[src/rtl/parallel_to_serial_pkg.sv]
// Shared serial-link definitions: link state encoding and counter sizing helper.
package parallel_to_serial_pkg;

  typedef enum logic {
    IDLE  = 1'b0,
    SHIFT = 1'b1
  } link_state_t;

  function automatic int cnt_width(input int size);
    return ($clog2(size) < 1) ? 1 : $clog2(size);
  endfunction

endpackage

[src/rtl/parallel_to_serial_if.sv]
// Load handshake plus serial bit stream between a word producer and the transmitter.
interface parallel_to_serial_if #(
  parameter int data_size = 64
);

  logic [data_size-1:0] data;
  logic                 load_valid;
  logic                 load_ready;
  logic                 hold;
  logic                 data_out;
  logic                 en;
  logic                 done;

  modport master (
    output data, load_valid, hold,
    input  load_ready, data_out, en, done
  );

  modport slave (
    input  data, load_valid, hold,
    output load_ready, data_out, en, done
  );

endinterface

[src/rtl/parallel_to_serial.sv]
// Word-to-bit transmitter: MSB first, first bit the cycle after load, HOLD pauses shifting.
// Ready only when idle or on the last bit, so back-to-back words stream with no gap.
module parallel_to_serial
  import parallel_to_serial_pkg::*;
#(
  parameter int data_size = 64
) (
  input  logic                  clk,
  input  logic                  rst,
  parallel_to_serial_if.slave   link
);

  localparam int                cnt_w    = cnt_width(data_size);
  localparam logic [cnt_w-1:0]  last_cnt = cnt_w'(data_size - 1);

  link_state_t          state;
  logic [data_size-1:0] sreg;
  logic [cnt_w-1:0]     cnt;

  logic shifting;
  logic last_bit;
  logic accept;

  assign shifting = (state == SHIFT) && !link.hold;
  assign last_bit = (cnt == last_cnt);
  assign accept   = link.load_valid && link.load_ready;

  // Ready is forced low while in reset; the registers alone would read as IDLE.
  assign link.done       = shifting && last_bit;
  assign link.load_ready = rst && ((state == IDLE) || link.done);
  assign link.en         = shifting;
  assign link.data_out   = (state == SHIFT) && sreg[data_size-1];

  always_ff @(posedge clk or negedge rst) begin
    if (!rst) begin
      state <= IDLE;
      sreg  <= '0;
      cnt   <= '0;
    end else begin
      case (state)
        IDLE: begin
          if (accept) begin
            sreg  <= link.data;
            cnt   <= '0;
            state <= SHIFT;
          end
        end
        SHIFT: begin
          if (shifting) begin
            if (last_bit) begin
              if (accept) begin
                sreg <= link.data;
              end else begin
                sreg  <= '0;
                state <= IDLE;
              end
              cnt <= '0;
            end else begin
              sreg <= {sreg[data_size-2:0], 1'b0};
              cnt  <= cnt + cnt_w'(1);
            end
          end
        end
        default: begin
          state <= IDLE;
        end
      endcase
    end
  end

endmodule

[src/flat_wrapper.sv]
// flat-port wrapper written by rule: the top's interface ports become plain ports
module parallel_to_serial_flat import parallel_to_serial_pkg::*;
#(
  parameter int data_size = 64
)
  (clk, rst, link_data, link_load_valid, link_hold, link_load_ready, link_data_out, link_en, link_done);
  parallel_to_serial_if #(.data_size(data_size)) link_i ();
  input  logic clk;
  input  logic rst;
  input wire logic [$bits(link_i.data)-1:0] link_data;
  input wire logic [$bits(link_i.load_valid)-1:0] link_load_valid;
  input wire logic [$bits(link_i.hold)-1:0] link_hold;
  output wire logic [$bits(link_i.load_ready)-1:0] link_load_ready;
  output wire logic [$bits(link_i.data_out)-1:0] link_data_out;
  output wire logic [$bits(link_i.en)-1:0] link_en;
  output wire logic [$bits(link_i.done)-1:0] link_done;
  assign link_i.data = link_data;
  assign link_i.load_valid = link_load_valid;
  assign link_i.hold = link_hold;
  assign link_load_ready = link_i.load_ready;
  assign link_data_out = link_i.data_out;
  assign link_en = link_i.en;
  assign link_done = link_i.done;
  parallel_to_serial #(.data_size(data_size)) u_core (.clk(clk), .rst(rst), .link(link_i));
endmodule
[config.mk]
export PLATFORM = sky130hd
export DESIGN_NAME = parallel_to_serial_flat
export DESIGN_NICKNAME = d
export VERILOG_FILES = /design/src/rtl/parallel_to_serial_pkg.sv /design/src/rtl/parallel_to_serial_if.sv /design/src/rtl/parallel_to_serial.sv /design/src/flat_wrapper.sv
export SDC_FILE = /design/constraint.sdc
export NUM_CORES = 1
export LEC_CHECK = 0
export ABC_CLOCK_PERIOD_IN_PS = 1900
export BUFFER_PORTS_ARGS = -buffer_cell sky130_fd_sc_hd__buf_2
export CAP_MARGIN = 20
export CORE_ASPECT_RATIO = 1.1
export CORE_MARGIN = 4
export CORE_UTILIZATION = 51
export CTS_BUF_LIST = sky130_fd_sc_hd__clkbuf_8
export DETAILED_ROUTE_END_ITERATION = 7
export GPL_ROUTABILITY_DRIVEN = 0
export PLACE_DENSITY = 0.87
export SKIP_CTS_REPAIR_TIMING = 1
export SLEW_MARGIN = 25
export SYNTH_ARGS = -nofsm -noshare
export SYNTH_HDL_FRONTEND = slang
export SYNTH_SLANG_ARGS = --single-unit
[constraint.sdc]
create_clock -name clk -period 1.9 [get_ports clk]
set_clock_uncertainty 0.2 [all_clocks]
set_input_delay 0.095 -clock clk [delete_from_list [all_inputs] [get_ports clk]]
set_output_delay 0.095 -clock clk [all_outputs]
set_load 0.05 [all_outputs]
==> results of run 1 <==
==> power by group <==
part | switching, mW | leakage, nW | total [mW] | internal (mW)
sequential | 0.320 | 0.727 | 2.16 | 1.84
combinational | 0.454 | 1.23 | 0.946 | 0.492
clock | 0.614 | 0.119 | 1.46 | 0.850
==> logic make-up (layout without fill, tap and decap cells) <==
| kind of cell | after synthesis | after routing | synth area share |
|---|---|---|---|
| simple gates | 150 | 150 | 0.180 |
| fa+ha+maj | 1 | 1 | 0.00373 |
| buf+inv | 28 | 185 | 0.0620 |
| compound gates | 78 | 78 | 0.223 |
| flops | 71 | 71 | 0.530 |
==> worst reg2reg max path, cell delays in order (launching register included) <==
cell and delay (ns):
dfrtp_1 0.39, ha_4 0.17, nand3_4 0.11, o41ai_4 0.44, buf_6 0.24, clkbuf_16 0.18
a221oi_2 0.06, nor2_1 0.18
==> area by class of cell <==
type,instances,area [sq um]
Clock buffer,12,165
Timing Repair Buffer,168,1460
Inverter,1,3.75
Fill cell,263,872
Tap cell,80,100
Multi-Input combinational cell,229,1820
Sequential cell,71,1780
Clock inverter,4,76.3
==> sequential cells by signal (all words and copies together), names as in the netlist <==
signal and count:
u_core.sreg 64, u_core.cnt 6, u_core.state 1
==> per-layer routing <==
metal / vias up / wire (microns) / GRT usage / part of all wire
met5: - / 0 / 0 / 0
met4: 0 / 305 / 0.0673 / 0.026
met3: 27 / 751 / 0.0608 / 0.064
met2: 167 / 6220 / 0.327 / 0.53
met1: 1734 / 4430 / 0.257 / 0.38
li1: 1494 / - / - / -
==> synth_stat cells (2+ instances only) <==
| cell type | n |
|---|---|
| a221oi_1 | 49 |
| and2_1 | 2 |
| clkbuf_1 | 8 |
| o21ai_0 | 8 |
| nor2_1 | 129 |
| clkbuf_8 | 2 |
| or2_2 | 2 |
| buf_6 | 8 |
| dfrtp_1 | 71 |
| buf_4 | 3 |
| buf_2 | 5 |
| nand3_1 | 2 |
| nand2_1 | 9 |
| a221oi_2 | 14 |
| a31oi_1 | 2 |
==> metrics by stage <==
step,util,area [sq um]
after floorplan,-,3410
after global placement,0.619,3880
after detailed placement,0.619,3880
after CTS,0.657,4120
after global routing,0.861,5400
final,0.861,5400
==> worst paths after layout <==
path	endpoint	cells after the start	slack, ns
worst max register to register	u_core.sreg[36]	7	-0.16
worst min-delay path	u_core.sreg[43]	2	0.009
min in group clk	u_core.cnt[4]	3	0.04
worst max-delay path	u_core.sreg[36]	7	-0.16
max in group asynchronous	u_core.state	3	0.27
worst min register to register	u_core.cnt[5]	1	0.32
==> qor.csv, run 1 <==
stage;metric;value;unit
timing;tns;-2.49;ns
critical_path;path_max_fanout;8;
power;p_per_area;847;mW/mm^2
placement;dp_hpwl;5220;microns
min_path;hold_path_class;primary input to asynchronous set/reset pin;
finish;area_growth;61.1;%
timing;rsz0062_at_grt;true;
logic_synthesis;syn_nets;397;
critical_path;critPathBufInv;2;
finish;final_cell_mix;nor2_1, dfrtp_1, dlygate4sd3_1, buf_2, a221oi_2;
global_route;grt_pass1_vias;2775;
clocking;worstSkewPairLatency;0.36;ns
die;dieWidth;85.3;microns
die;num_rows;30;
logic_synthesis;syn_area;0.00335;sq mm
critical_path;reg2reg_from;u_core.cnt[0];
critical_path;cp_top_family;compound AO/OA/AOI/OAI gates;
drt;drc;0;
power;leakage;2.07;nW
logic_synthesis;synth.area.top_cells;dfrtp_1, nor2_1, a221oi_1;
drt;drt_pass1_iterations;4;
die;dieArea;0.00793;sq mm
timing;slew_viol_final;0;
clocking;cts_htree_levels;3;
critical_path;worstSetupPathType;flop to flop;
critical_path;cpPeakStageDelay;0.44;ns
power;ir_drop;0.000564;V
global_route;antenna_found_initial;0;
logic_synthesis;synth_cell_types;29;
die;core-area;0.00627;sq mm
logic_synthesis;ys_seq_area_frac;0.530;
logic_synthesis;synth-seq-cells;71;
logic_synthesis;netlist_instances;328;
timing;fmax;485;MHz
logic_synthesis;yosysWarnings;0;
critical_path;cp_cell_sequence;ha_4 -> nand3_4 -> o41ai_4 -> buf_6 -> clkbuf_16 -> a221oi_2 -> nor2_1;
finish;drive_above_1_share;0.396;
timing;fin_crit;2.06;ns
run;cap_violations;0;
critical_path;crit_start;u_core.cnt[0];
drt;routed_wl;11700;microns
timing;setup_viol;47;
finish;instances_no_fill;565;
logic_synthesis;synth_top_cell_by_area;dfrtp_1;
placement;dp.cells;469;
drt;drt-initial-drc-count;250;
logic_synthesis;synth-edff-count;0;
global_route;grt_pass1_wl;12600;microns
clocking;cts_tree;built;
clocking;clock_sinks;71;
placement;dp_slack;-0.0836;ns
timing;holdWs;0.00853;ns
clocking;root_buffer;clkbuf_8;
logic_synthesis;ys_dominant_reg_cell;dfrtp_1;
drt;ant_nets;0;
status;violations;setup timing;
die;die_h;93.0;microns
critical_path;slowest_stage;o41ai_4;
global_route;grt_start_max_net_pins;69;
global_route;grtUsageTotal;0.201;
finish;layout.nets;549;
critical_path;cp-start-kind;flop;
critical_path;cp_data_required_time;1.96;ns
timing;slew_headroom;0.427;
drt;post_drt_wl_per_cell;20.7;microns
timing;hold_viol_final;0;
power;totalPowerFinal;4.57;mW
clocking;cts_buffers;9;
placement;io_buffers;71;
critical_path;endpoint_kind;flop;
logic_synthesis;async_flop_share;1.00;
timing;post-route-period-util;1.09;
status;outcome;complete, but fails checks;
finish;n_antenna_cell;0;
clocking;clkSlewWorstSetupHoldPaths;0.08;ns
die;io_pins;72;
logic_synthesis;syn_area_per_cell;10.2;sq um
timing;setup_ws;-0.162;ns
global_route;grt-ovfl-total;0;
drt;vias_per_cell;6.06;
drt;vias;3422;
clocking;clk_path_buf_depth;2;
critical_path;worstPathArrival;2.12;ns
timing;worstMarginPinSlew;0.859;ns
finish;layout_commonest_cell;nor2_1;
logic_synthesis;synth_top_cell_area_share;0.530;
die;start_util;0.534;
(Power assumes the default switching activity.)
==> run 2, diff against run 1 <==
ABC_AREA = 1   (was default)
==> run 2 against run 1 <==
Against the previous run:
- fmax increased by 4.5%
- via count increased by 2.1%
- critical path type is now flop to output pin
- critical endpoint is now link_load_ready
- sequential share of layout area increased by 4.5 points
- synthesized cell count increased by 23%
- global-route usage increased by 0.22 points
- the flow finishes with violations (hold timing, setup timing)
- die area increased by 1.4%
==> qor.csv, run 2 <==
stage;metric;value;unit;change
timing;setup_ws;-0.0726;ns;+0.0889 ns
drt;routed_wl;9690;microns;-17%
logic_synthesis;synth_top_cell_by_area;dfrtp_1;;
timing;rsz0062_at_grt;true;;
critical_path;worstPathArrival;1.68;ns;-0.44 ns
clocking;root_buffer;clkbuf_8;;
timing;slew_headroom;0.397;;-0.0301
logic_synthesis;netlist_instances;403;;+23%
logic_synthesis;synth.area.top_cells;dfrtp_1, a31oi_1, a21oi_1;;
logic_synthesis;synth_top_cell_area_share;0.522;;-0.00819
finish;regMostFlops;u_core.sreg;;
finish;layout_commonest_cell;nand2_1;;
logic_synthesis;synth-seq-cells;71;;unchanged
logic_synthesis;yosys-top-cells-count;nand2_1, dfrtp_1, nor2_1;;
clocking;cts_buffers;9;;unchanged
finish;final_util;0.753;;-0.108
clocking;clk_path_buf_depth;2;;unchanged
timing;post-route-period-util;1.04;;-0.0468
logic_synthesis;syn_nets;472;;+19%
logic_synthesis;ys_seq_area_frac;0.522;;-0.00819
power;power_frac_seq;0.484;;+0.011
die;core-area;0.00631;sq mm;+0.60%
placement;dp_slack;-0.0436;ns;+0.0400 ns
timing;fmax;507;MHz;+4.5%
drt;ant_nets;0;;unchanged
logic_synthesis;ys_dominant_reg_cell;dfrtp_1;;
critical_path;endpoint_kind;output pin;;
drt;vias;3495;;+2.1%
finish;n_antenna_cell;0;;unchanged
global_route;met3_usage;0.0474;;-0.0134
timing;worstMarginPinSlew;0.902;ns;+0.0421 ns
placement;dp.cells;534;;+14%
logic_synthesis;async_flop_share;1.00;;unchanged
critical_path;path_max_fanout;5;;-3
global_route;antenna_found_initial;0;;unchanged
drt;drt_pass1_iterations;5;;+1
finish;final_cell_mix;nand2_1, dfrtp_1, buf_2;;
finish;layout.nets;607;;+11%
logic_synthesis;synth_cell_types;25;;-14%
global_route;grt_use_met1;0.256;;-0.000652
logic_synthesis;synth-edff-count;0;;unchanged
finish;top_regs;u_core.sreg x64, u_core.cnt x6, u_core.state x1;;
finish;area_growth;39.6;%;
finish;instances_no_fill;621;;+9.9%
clocking;cts_tree;built;;
die;num_rows;30;;unchanged
logic_synthesis;syn_area_per_cell;8.44;sq um;-17%
power;swShare;0.342;;+0.0386
die;dieWidth;85.9;microns;+0.70%
global_route;top_usage_layer;met2;;
critical_path;ff2ff_setup_slack;0.02;ns;+0.18 ns
finish;design_area;0.00475;sq mm;-12%
global_route;grtUsageTotal;0.204;;+0.00216
run;cap_violations;0;;unchanged
timing;fin_crit;1.97;ns;-0.0889 ns
logic_synthesis;yosysWarnings;0;;unchanged
die;io_pins;72;;unchanged
critical_path;cp-start-kind;flop;;
finish;drive_above_1_share;0.218;;-0.178
finish;largest_register_ff_count;64;;unchanged
drt;drc;0;;unchanged
drt;post_drt_wl_per_cell;15.6;microns;-25%
critical_path;cp_data_required_time;1.60;ns;-0.36 ns
global_route;met2_usage;0.347;;+0.0200
power;leakage;1.99;nW;-3.9%
logic_synthesis;syn_area;0.00340;sq mm;+1.6%
power;p_per_area;1120;mW/mm^2;+33%
clocking;cts_htree_levels;3;;unchanged
timing;slew_viol_final;0;;unchanged
power;p_switching;1.83;mW;+32%
timing;holdWs;-0.0654;ns;-0.0739 ns
clocking;clkSlewWorstSetupHoldPaths;0.07;ns;about the same
status;violations;hold timing, setup timing;;
placement;place_area;0.00382;sq mm;-1.4%
die;start_util;0.539;;+0.00515
global_route;grt_pass1_vias;3046;;+9.8%
global_route;grt-ovfl-total;0;;unchanged
critical_path;worstSetupPathType;flop to output pin;;
power;pwr-share-comb;0.324;;+0.117
power;clkPwrFrac;0.192;;-0.128
status;outcome;complete, but fails checks;;
power;ir_drop;0.000653;V;+16%
power;p_int;3.51;mW;+10%
drt;drt-initial-drc-count;294;;+18%
timing;hold_viol_final;1;;+1
clocking;clock_sinks;71;;unchanged
global_route;grt_start_max_net_pins;69;;unchanged
drt;vias_per_cell;5.63;;-7.1%
placement;io_buffers;71;;unchanged
global_route;grt_pass1_wl;13300;microns;+5.0%
timing;setup_viol;1;;-98%
die;die_h;93.7;microns;+0.72%
min_path;hold_path_class;primary input to flop;;
clocking;worstSkewPairLatency;0.34;ns;-0.02 ns
placement;dp_hpwl;4990;microns;-4.3%
logic_synthesis;synth_most_common_cell;nand2_1;;
die;dieArea;0.00804;sq mm;+1.4%
run 2: path summary, 6_finish.rpt:
| kind | cells after the start | startpoint | to |
|---|---|---|---|
| setup / recovery | 7 | u_core.cnt[1] | link_load_ready |
| hold / removal | 4 | link_hold | u_core.state |
| setup reg to reg | 7 | u_core.cnt[0] | u_core.sreg[21] |
| hold reg to reg | 2 | u_core.sreg[0] | u_core.sreg[0] |
| max in group asynchronous | 3 | rst | u_core.state |
| min in group asynchronous | 4 | rst | u_core.cnt[3] |
run 2: metrics by stage:
| stage | TNS, ns | total power, mW |
|---|---|---|
| after floorplan | 0 | 3.63 |
| after global placement | 0 | 3.97 |
| after detailed placement | -0.647 | 4.06 |
| after CTS | -1.49 | 5.09 |
| after global routing | -0.759 | 5.70 |
| final | -0.0726 | 5.33 |
run 2: metal layers:
metal,share of wire,up-vias
met5,0,-
met4,0.013,0
met3,0.065,15
met2,0.53,165
met1,0.40,1659
li1,-,1656
run 2: cells by family (layout without fill, tap and decap cells):
| logic type | Yosys count | count (layout) | synth area share |
|---|---|---|---|
| xor+xnor | 1 | 1 | 0.00257 |
| simple gates | 150 | 150 | 0.172 |
| fa+ha+maj | 1 | 1 | 0.00368 |
| flops | 71 | 71 | 0.522 |
| buf+inv | 43 | 181 | 0.0669 |
| compound gates | 137 | 137 | 0.233 |
run 2: critical path, stage by stage (launching register included):
cell and delay [ns]:
dfrtp_1 0.40, ha_4 0.18, nand3_4 0.09, nor2_4 0.14, inv_2 0.07, o21ai_2 0.16
and2_4 0.17, buf_8 0.14
run 2: layout make-up:
class	count	area (sq um)
repair buffers	158	1240
well taps	80	100
multi-input cells	289	1430
fillers	429	1560
clock inverters	3	12.5
inverters	9	33.8
clock buffers	11	151
flip-flops and latches	71	1780
run 2: power groups by stage:
stage	clock (mW)	sequential (mW)	combinational, mW
6_report	1.02	2.58	1.73
5_1_grt	1.11	2.65	1.94
4_1_cts	1.04	2.55	1.50
3_5_place_dp	0	2.57	1.50
3_3_place_gp	0	2.53	1.44
2_1_floorplan	0	2.48	1.15
==> run 3, diff against run 2 <==
ABC_CLOCK_PERIOD_IN_PS = 1640   (was 1900)
clock period = 1.64 ns   (was 1.9 ns; I/O delays follow)
==> run 3 against run 2 <==
Against the previous run:
- the flow still finishes with violations (hold timing, setup timing)
- register-to-register slack worse by 0.33 ns
- worst hold slack worse by 0.25 ns
- clock power up 22%
- die area unchanged
- critical path depth up 2
- combinational power up 48%
- design area up 11%
- critical path type is now flop to flop
- clock-buffer cell count unchanged
- largest cell class unchanged
- worst setup slack worse by 0.24 ns
- global-route usage up 0.70 points
==> qor.csv, run 3 (synthesized netlist as in run 2, its figures left out) <==
stage;metric;value;unit;change
status;outcome;complete, but fails checks;;
status;violations;hold timing, setup timing;;
clocking;clock_sinks;71;;unchanged
clocking;clkSlewWorstSetupHoldPaths;0.07;ns;about the same
global_route;grt_pass1_wl;13600;microns;+2.8%
min_path;hold_path_class;primary input to asynchronous set/reset pin;;
power;p_per_area;1290;mW/mm^2;+15%
drt;drc;0;;unchanged
power;ir_drop;0.000823;V;+26%
finish;final_cell_mix;dfrtp_1, dlygate4sd3_1, buf_2;;
finish;multi_input_area;0.00165;sq mm;+15%
power;pwr-share-comb;0.375;;+0.051
timing;worstMarginPinSlew;0.558;ns;-0.344 ns
drt;routed_wl;11800;microns;+22%
finish;design_area;0.00528;sq mm;+11%
finish;layout_commonest_cell;dfrtp_1;;
drt;ant_nets;0;;unchanged
die;dieArea;0.00804;sq mm;unchanged
finish;seq_area;0.00178;sq mm;unchanged
timing;hold_viol_final;45;;+44
finish;largest_register_ff_count;64;;unchanged
drt;post_drt_wl_per_cell;18.6;microns;+19%
placement;dp_slack;-0.109;ns;-0.0654 ns
finish;layout.nets;623;;+2.6%
finish;fillers;347;;-19%
finish;regMostFlops;u_core.sreg;;
power;swShare;0.366;;+0.0232
critical_path;cp-start-kind;flop;;
timing;rsz0062_at_grt;true;;
run;cap_violations;0;;unchanged
finish;final_util;0.838;;+0.0845
die;start_util;0.539;;unchanged
power;p_int;4.34;mW;+24%
finish;drive_above_1_share;0.334;;+0.116
critical_path;slowest_stage;dfrtp_1;;
critical_path;endpoint_kind;flop;;
power;power_frac_seq;0.444;;-0.040
critical_path;worstPathArrival;2.00;ns;+0.32 ns
placement;place_area;0.00395;sq mm;+3.3%
global_route;grt-ovfl-total;0;;unchanged
drt;drt_pass1_iterations;5;;unchanged
timing;slew_headroom;0.628;;+0.231
timing;post-route-period-util;1.19;;
timing;fmax;513;MHz;
finish;n_antenna_cell;0;;unchanged
clocking;worstSkewPairLatency;0.35;ns;about the same
finish;area_growth;55.3;%;
timing;tns;-14.55;ns;-14.48 ns
placement;dp_hpwl;5530;microns;+11%
clocking;cts_htree_levels;3;;unchanged
finish;top_regs;u_core.sreg x64, u_core.cnt x6, u_core.state x1;;
timing;fin_crit;1.95;ns;
die;dieWidth;85.9;microns;unchanged
clocking;clk_path_buf_depth;2;;unchanged
drt;vias_per_cell;5.92;;+5.1%
die;core-area;0.00631;sq mm;unchanged
global_route;grt_pass1_vias;3065;;+0.62%
critical_path;worstSetupPathType;flop to flop;;
die;die_h;93.7;microns;unchanged
critical_path;path_max_fanout;5;;unchanged
critical_path;cp_cell_sequence;ha_4 -> nand3_4 -> nor2_4 -> buf_4 -> o2111ai_4 -> nand2_4 -> clkbuf_16 -> nand2_1 -> a21oi_1;;
timing;slew_viol_final;0;;unchanged
critical_path;cp_data_required_time;1.69;ns;+0.09 ns
timing;setup_ws;-0.310;ns;-0.238 ns
drt;vias;3769;;+7.8%
drt;drt-initial-drc-count;338;;+15%
clocking;cts_tree;built;;
clocking;cts_buffers;9;;unchanged
power;leakage;2.18;nW;+9.5%
critical_path;cpPeakStageDelay;0.40;ns;about the same
power;p_switching;2.50;mW;+37%
timing;holdWs;-0.315;ns;-0.250 ns
placement;io_buffers;71;;unchanged
power;clkPwrFrac;0.181;;-0.011
global_route;grt_start_max_net_pins;44;;-36%
timing;setup_viol;67;;+66
die;num_rows;30;;unchanged
die;io_pins;72;;unchanged
clocking;root_buffer;clkbuf_8;;
global_route;antenna_found_initial;0;;unchanged
global_route;grtUsageTotal;0.211;;+0.00695
[run 3: power by group through the flow]
| stage | clock network (mW) | registers (mW) | logic (mW) |
|---|---|---|---|
| 4_1_cts | 1.23 | 2.94 | 1.85 |
| 3_3_place_gp | 0 | 2.93 | 1.76 |
| 6_report | 1.24 | 3.04 | 2.56 |
| 5_1_grt | 1.33 | 3.09 | 2.77 |
| 3_5_place_dp | 0 | 2.96 | 1.85 |
| 2_1_floorplan | 0 | 2.87 | 1.34 |
[run 3: cell type report]
cell class / count / share of cell area
flip-flops and latches: 71 / 0.336
clock inverters: 3 / 0.00237
well taps: 80 / 0.0189
repair buffers: 173 / 0.295
inverters: 9 / 0.00687
multi-input cells: 290 / 0.311
clock buffers: 11 / 0.0287
[run 3: through the flow]
| step | cells | power (mW) |
|---|---|---|
| 2_1_floorplan | 403 | 4.22 |
| 3_3_place_gp | 544 | 4.69 |
| 3_5_place_dp | 544 | 4.81 |
| 4_1_cts | 558 | 6.03 |
| 5_1_grt | 637 | 7.19 |
| 6_report | 637 | 6.84 |
[run 3: per-layer routing]
| metal | track usage | vias to the layer above | share of wire |
|---|---|---|---|
| li1 | - | 1697 | - |
| met1 | 0.269 | 1821 | 0.37 |
| met2 | 0.334 | 215 | 0.53 |
| met3 | 0.0535 | 36 | 0.073 |
| met4 | 0.0963 | 0 | 0.033 |
| met5 | 0 | - | 0 |
[run 3: path summary, 6_finish.rpt]
check	endpoint	start	slack (ns)	cells past startpoint
max	u_core.sreg[23]	u_core.cnt[1]	-0.31	9
min	u_core.state	rst	-0.31	2
max reg2reg	u_core.sreg[23]	u_core.cnt[1]	-0.31	9
min reg2reg	u_core.cnt[5]	u_core.cnt[5]	0.29	2
max in group asynchronous	u_core.sreg[42]	rst	0.80	4
min in group clk	u_core.cnt[2]	rst	-0.05	4
[run 3: critical path, delay by kind of cell (launching register included)]
family	cells	cell delay, ns
compound gates	2	0.33
fa+ha+maj	1	0.17
buf+inv	2	0.30
flops	1	0.40
simple gates	4	0.45
